### src/rtl/mac_operand_sequencer.sv
// Operand sequencer for the 4-bit MAC datapath: a small operand FIFO behind a
// valid/ready handshake, and an FSM that strobes N_OPS pairs into the datapath per run.
module mac_operand_sequencer #(
  parameter int DEPTH = 4,
  parameter int N_OPS = 10
) (
  input  logic                     clk,
  input  logic                     rst,
  input  logic                     start,
  input  logic                     in_valid,
  output logic                     in_ready,
  input  logic [3:0]               in_a,
  input  logic [3:0]               in_b,
  output logic [3:0]               A,
  output logic [3:0]               B,
  output logic                     load_a,
  output logic                     load_b,
  output logic                     load_m,
  output logic                     load_acc,
  output logic                     load_out,
  output logic                     count_enable,
  input  logic                     done,
  output logic                     busy,
  output logic                     run_done,
  output logic [$clog2(DEPTH):0]   fifo_count
);

  localparam int DATA_W = 4;
  localparam int PTR_W  = $clog2(DEPTH);
  localparam int CNT_W  = $clog2(N_OPS + 1);
  localparam logic [PTR_W:0]   FULL_CNT = (PTR_W + 1)'(DEPTH);
  localparam logic [CNT_W-1:0] LAST_OP  = CNT_W'(N_OPS - 1);

  typedef enum logic [2:0] {
    IDLE, FETCH, LOAD_AB, LOAD_M, LOAD_ACC, OUT, WAIT_DONE, FINISH
  } state_t;

  state_t state, state_n;

  logic [DATA_W-1:0] mem_a [DEPTH];
  logic [DATA_W-1:0] mem_b [DEPTH];
  logic [PTR_W-1:0]  wr_ptr, rd_ptr;
  logic [CNT_W-1:0]  op_cnt;
  logic              full, empty, push, pop;

  assign full     = (fifo_count == FULL_CNT);
  assign empty    = (fifo_count == '0);
  assign in_ready = !full && !rst;
  assign push     = in_valid && in_ready;
  assign pop      = (state == FETCH) && !empty;
  assign busy     = (state != IDLE);

  // Operand FIFO: pointers wrap naturally because DEPTH is a power of two
  always_ff @(posedge clk) begin
    if (rst) begin
      wr_ptr     <= '0;
      rd_ptr     <= '0;
      fifo_count <= '0;
    end else begin
      if (push) wr_ptr <= wr_ptr + 1'b1;
      if (pop)  rd_ptr <= rd_ptr + 1'b1;
      case ({push, pop})
        2'b10:   fifo_count <= fifo_count + 1'b1;
        2'b01:   fifo_count <= fifo_count - 1'b1;
        default: fifo_count <= fifo_count;
      endcase
    end
  end

  always_ff @(posedge clk) begin
    if (push) begin
      mem_a[wr_ptr] <= in_a;
      mem_b[wr_ptr] <= in_b;
    end
  end

  // Operand register: holds the popped pair until the next pop
  always_ff @(posedge clk) begin
    if (rst) begin
      A <= '0;
      B <= '0;
    end else if (pop) begin
      A <= mem_a[rd_ptr];
      B <= mem_b[rd_ptr];
    end
  end

  always_ff @(posedge clk) begin
    if (rst) begin
      op_cnt <= '0;
    end else if (state == LOAD_ACC && op_cnt != LAST_OP) begin
      op_cnt <= op_cnt + 1'b1;
    end else if (state == FINISH) begin
      op_cnt <= '0;
    end
  end

  always_ff @(posedge clk) begin
    if (rst) state <= IDLE;
    else     state <= state_n;
  end

  always_comb begin
    state_n = state;
    case (state)
      IDLE:      if (start) state_n = FETCH;
      FETCH:     if (!empty) state_n = LOAD_AB;
      LOAD_AB:   state_n = LOAD_M;
      LOAD_M:    state_n = LOAD_ACC;
      LOAD_ACC:  state_n = (op_cnt == LAST_OP) ? OUT : FETCH;
      OUT:       state_n = WAIT_DONE;
      WAIT_DONE: if (done) state_n = FINISH;
      FINISH:    state_n = IDLE;
      default:   state_n = IDLE;
    endcase
  end

  // Strobes decode the next state so each is registered and aligned with its state
  always_ff @(posedge clk) begin
    if (rst) begin
      load_a       <= 1'b0;
      load_b       <= 1'b0;
      load_m       <= 1'b0;
      load_acc     <= 1'b0;
      load_out     <= 1'b0;
      count_enable <= 1'b0;
      run_done     <= 1'b0;
    end else begin
      load_a       <= (state_n == LOAD_AB);
      load_b       <= (state_n == LOAD_AB);
      load_m       <= (state_n == LOAD_M);
      load_acc     <= (state_n == LOAD_ACC);
      load_out     <= (state_n == OUT);
      count_enable <= (state_n == LOAD_AB);
      run_done     <= (state_n == FINISH);
    end
  end

endmodule

### config.mk
export PLATFORM = sky130hd
export DESIGN_NAME = mac_operand_sequencer
export DESIGN_NICKNAME = d
export VERILOG_FILES = /design/src/rtl/mac_operand_sequencer.sv
export SDC_FILE = /design/constraint.sdc
export NUM_CORES = 1
export LEC_CHECK = 0
export CAP_MARGIN = 20
export CORE_MARGIN = 3
export CORE_UTILIZATION = 50
export CTS_BUF_LIST = sky130_fd_sc_hd__clkbuf_16
export DETAILED_ROUTE_END_ITERATION = 10
export GPL_TIMING_DRIVEN = 1
export PLACE_DENSITY_LB_ADDON = 0.25
export SETUP_SLACK_MARGIN = 0.02
export SYNTH_ARGS = -nofsm -noshare
export SYNTH_HDL_FRONTEND = slang
export SYNTH_SLANG_ARGS = --single-unit
### constraint.sdc
create_clock -name clk -period 4.4 [get_ports clk]
set_input_delay 0.88 -clock clk [delete_from_list [all_inputs] [get_ports clk]]
set_output_delay 0.88 -clock clk [all_outputs]
set_load 0.03 [all_outputs]
* Word level (Yosys, flattened, before mapping)
Memories as Yosys holds them, arrays and structs flattened. A register that Yosys moved wholly into a read port is not among the register bits.
Cells that the tools add are included.
** Word-level totals
- Memory bits (writable) :: 32
- Bits of input ports :: 13
- Memories kept :: 2
- Flip-flop bits (word level) :: 19
- Logic and storage cells :: 56
- Output and inout port bits :: 20
** Memory list
- mem_a :: words 4, bits a word 4, rd ports 1, clocked after Yosys merged registers in 1, write ports 1, RTL line 40 : logic [DATA_W-1:0] mem_a [DEPTH];
- mem_b :: words 4, bits a word 4, rd ports 1, clocked after Yosys merged registers in 1, write ports 1, RTL line 41 : logic [DATA_W-1:0] mem_b [DEPTH];
** Operators by class
- Add/sub/neg operators :: 5
- Mux-type cells :: 10
- Reduce and logical (&&, ||, !) cells :: 12
- Equal/unequal tests :: 17
** Operators by type and width (count)
- $eq 3x3->1 const B :: 8
- $pmux 3 s8 :: 1
- $eq 3x2->1 const B :: 4
- $mux 3 :: 4
- $mux 4 :: 2
- $logic_not 3->1 :: 2
- $pmux 3 s2 :: 1
- $add 2x1->2 const B :: 2
- $add 4x1->4 const B :: 1
- $eq 4x4->1 const B :: 1
- $logic_and 1x1->1 :: 4
- $ne 4x4->1 const B :: 1
- $reduce_bool 2->1 :: 2
- $add 3x1->3 const B :: 1
- $eq 3x1->1 const B :: 1
- $logic_not 1->1 :: 3
- $reduce_bool 3->1 :: 1
- $sub 3x1->3 const B :: 1
- $eq 2x1->1 const B :: 1
- $eq 2x2->1 const B :: 1
- $mux 1 :: 2

* Depth between registers and ports, before layout
- Word-level depth :: 6
- Mapped depth :: 9
- Mapped depth without buffers :: 9

* Least setup slack after synthesis
OpenSTA, ideal clock, no wires.
- Path kind :: input-to-output
- Start :: in rst
- End :: out in_ready
- Path buffers :: 2
- Stages :: 3
- Setup slack :: 1822 ps
- Arrival time :: 1698 ps
- Data required time :: 3520 ps
- Cells stage by stage :: clkbuf_1 > buf_1 > nor2_1
** Between the ends
- Longest elaborated chain between the ends :: 2
** RTL lines
- from (decl) :: RTL line 8 : input logic rst,
- $logic_not 1->1 :: RTL line 48 : assign in_ready = !full && !rst;
- $logic_and 1x1->1 :: RTL line 48
- to (decl) :: RTL line 11 : output logic in_ready,
No other way between the ends.

* Final worst setup path
Ends and elaborated chain as after synthesis.

==> run_results.csv <==
group,metric,value,unit
pwr,seqPwrFrac,41.3,%
pwr,p_sw,0.0003674,W
layout,syn_to_final_growth,26.95,%
layout,antenna_diodes,0,
layout,stdcell_count,296,
place,area_after_detailed_placement,2819,um^2
synth,synth_area,2465,um^2
floorplanning,core_area,4564,um^2
floorplanning,pin_count,33,
critical_path,setup.reg_to_reg.worst_slack,1.59,ns
synth,synth_top_area_share,38.98,%
critical_path,critical_path_arrival,2.30,ns
critical_path,path_common_cell,"clkdlybuf4s50_1",
clock_tree,tritoncts,"yes",
timing,report.final.hold_viol_count,0,
worst_hold_path,worst_hold_path_cell_count,2,
timing,setup_viols_final,0,
pwr,share_comb_of_total_power,12.3,%
clock_tree,tritoncts.num_buffers,9,
synth,asr_flop_ratio_synth,0,%
worst_hold_path,worst_hold_startpoint,"A[2]$_SDFFE_PP0P_",
floorplanning,die_width,76.21,um
critical_path,r2r-end,"fifo_count[2]$_SDFFE_PP0P_",
synth,most_common_cell_in_the_synthesized_netlist,"edfxtp_1",
place,post-dp-hpwl,3278,um
critical_path,cp_max_fo,23,
routing,ant_nets,0,
layout,final_layout_size_suffix_gt1_share,12.12,%
pwr,internal_power,0.001177,W
timing,min_period_over_period,72.20,%
critical_path,crit_chain,"clkdlybuf4s50_1 -> buf_4 -> nor2_1 -> clkdlybuf4s50_1",
synth,yosysWarnings,0,
critical_path,slowest_stage,"clkdlybuf4s50_1",
clock_tree,cts.sink_count,59,
worst_hold_path,hold_path_end,"A[2]$_SDFFE_PP0P_",
grt,antenna_found_initial,0,
pwr,ir_worst_vdd,0.0003486,V
routing,routed-via-count,1628,
routing,via_per_inst,5.500,
floorplanning,chipHeight,76.21,um
timing,final.setup_skew,0.007215,ns
pwr,p_leak,1.068,nW
clock_tree,cts_hold_buffers,0,
synth,synth_area_leader_cell,"edfxtp_1",
synth,synthesis.area_per_instance,12.64,um^2
clock_tree,clkLatencyLatePin,0.32,ns
grt,gr-total-overflow,0,
layout,fillers,331,
critical_path,cp_slowest_stage_delay,0.67,ns
layout,stdcell_area,3129,um^2
clock_tree,clock-root-buffer,"clkbuf_16",
critical_path,worst_setup_path_start_kind,"input pin",
routing,drt-wirelength-per-cell,16.85,um
critical_path,critical_setup_path_kind,"in2out",
routing,met2RoutedLength,2695,um
routing,detailroute.wirelength.met3,225,um
critical_path,timing.critical_path.required,3.52,ns
floorplanning,floorplan.initialDensity,54.00,%
worst_hold_path,hold_path.class,"reg2reg",
timing,worst_slew_pin_slew,0.7194,ns
routing,firstDrtPassIters,4,
place,globalplace.congestion,0.8452,
timing,report.final.slew_viol_count,0,
clock_tree,cts.clk_slew.worst_paths,0.05,ns
grt,groute.usage.overall,18.48,%
critical_path,timing.rr.start,"state[0]$_SDFF_PP0_",
synth,seq_area_frac_synth,60.91,%
clock_tree,cts_buffer_depth,2,
pwr,power_density_over_the_cells,493.6,nW/um^2
run,drv.max_cap_violation_count,0,
synth,ys_seq_elements,59,
synth,synth.net_count,216,
critical_path,timing.critical_path.to_type,"primary output",
floorplanning,fp-row-count,24,
routing,highest-signal-layer,"met4",
grt,grt_max_degree,24,
synth,synth_flop_type,"edfxtp_1",
place,dp_slack,1.049,ns
timing,fmax,314.8,MHz
clock_tree,ctsResizeCount,0,
routing,routedLengthMet1,2033,um
routing,route.detailed.drc,0,
synth,synth_top_cells_by_area,"edfxtp_1 39%, dfxtp_1 22%, mux4_2 7.3%",
routing,detail_route.wirelength,4988,um
floorplanning,die_outline_area,5808,um^2
pwr,share_clk_of_total_power,46.4,%
timing,final.setup.worst_slack,1.223,ns
timing,worst_slew_margin_rel,51.94,%
run_status,status,"completed",
synth,synth_cell_types,39,
timing,tns,0,ns
synth,postSynthCellCount,195,
grt,grt_pass1_wl,8155,um
clock_tree,cts_setup_buffers,0,
routing,drt_first_iter_violations,102,
synth,most_common_library_cells_after_synthesis,"32 x edfxtp_1, 27 x dfxtp_1, 15 x a21oi_1",
pwr,power.share.switching,23.78,%
place,port_buffers,32,
place,dp_cells,280,
timing,unrepaired_setup_endpoints_after_global_routing,"false",
grt,number_of_global_route_vias_before_repair,1646,
timing,shortest_clock_period_the_worst_path_allows_after_layout,3.177,ns
clock_tree,h-tree-depth,3,
layout,layout.nets,247,
critical_path,timing.reg2reg.worst_path_depth,8,
synth,synth-edff-count,32,
-- power by group through the flow --
stage	combinational [W]	clock [W]	sequential (W)
after floorplan	0.000113	0	0.000653
after CTS	0.000191	0.000731	0.000637
after global placement	0.000183	0	0.000645
after global routing	0.000206	0.000756	0.000642
after detailed placement	0.000189	0	0.000648
final	0.000190	0.000717	0.000637
-- flip-flops by register name, summed over array words and instances (netlist names), 3 cells and up --
signal,cells
state,3
fifo_count,3
B,4
mem_b,16
op_cnt,4
A,4
mem_a,16
-- final cells by class --
cell class              count  area (um^2)  share of cell area, %
clock buffers               9        225.2                  7.197
clock inverters             7        85.08                  2.719
inverters                  10        37.54                  1.200
multi-input cells         112        863.3                  27.59
flip-flops and latches     59         1501                  47.98
well taps                  65        81.33                  2.599
repair buffers             34        335.3                  10.72
-- metal layers --
layer / GRT usage (%) / vias up
li1: - / 785
met1: 20.58 / 796
met2: 32.07 / 43
met3: 5.083 / 4
met4: 9.783 / 0
met5: 0 / -
-- placed cells by master, fill, tap and decap left out, types with 2 or more instances in the layout --
| master | n |
|---|---|
| o21a_1 | 2 |
| buf_4 | 2 |
| nor2_1 | 8 |
| bufinv_16 | 2 |
| nor3b_1 | 3 |
| clkinv_2 | 2 |
| ha_1 | 7 |
| a2bb2oi_1 | 2 |
| and3b_1 | 2 |
| dfxtp_1 | 27 |
| o211ai_1 | 3 |
| or4_1 | 2 |
| nor3_1 | 6 |
| o21ai_0 | 12 |
| xor2_1 | 2 |
| edfxtp_1 | 32 |
| or3_1 | 7 |
| mux4_2 | 8 |
| clkdlybuf4s50_1 | 32 |
| a21oi_1 | 15 |
| nand2_1 | 4 |
| inv_1 | 12 |
| clkbuf_16 | 9 |
| nand3_1 | 10 |
| and2_1 | 4 |
| nor2b_1 | 2 |
-- worst max-delay path: cells and delay by family --
kind,cells,cell delay [ns]
buffers and inverters,3,1.27
AND/OR/NAND/NOR,1,0.13
-- worst max path at each step --
| stage | end | depth (start not counted) | slack (ns) | start |
|---|---|---|---|---|
| after global placement | fifo_count[2]$_SDFFE_PP0P_ | 10 | 1.23 | rst |
| after CTS | in_ready | 4 | 1.22 | rst |
| after detailed placement | fifo_count[2]$_SDFFE_PP0P_ | 10 | 1.05 | rst |
| final | in_ready | 4 | 1.22 | rst |
| after floorplan | in_ready | 3 | 1.82 | rst |
| after global routing | fifo_count[2]$_SDFFE_PP0P_ | 10 | 1.13 | rst |
-- kinds of logic (layout without fill, tap and decap cells) --
kind of cell               Yosys count  count (layout)  share of synthesized area (%)
DFF                                 59              59                          60.91
AOI/OAI and AO/OA                   39              39                          9.239
and+or+nand+nor                     53              53                          12.54
buffers and inverters               24              60                          4.060
adders and majority gates            8               8                          4.365
xor gates and xnor gates             2               2                         0.7108
muxes                               10              10                          8.172
-- through the flow --
step | hold WS (ns) | util, % | power, W
floorplan | 0.4633 | - | 0.0007654
CTS | 0.4881 | 68.56 | 0.001559
finish | 0.4864 | 68.56 | 0.001545
global placement | 0.4689 | 61.76 | 0.0008274
global route | 0.5085 | 68.56 | 0.001604
detailed placement | 0.4816 | 61.76 | 0.0008372
(Power assumes the default switching activity.)
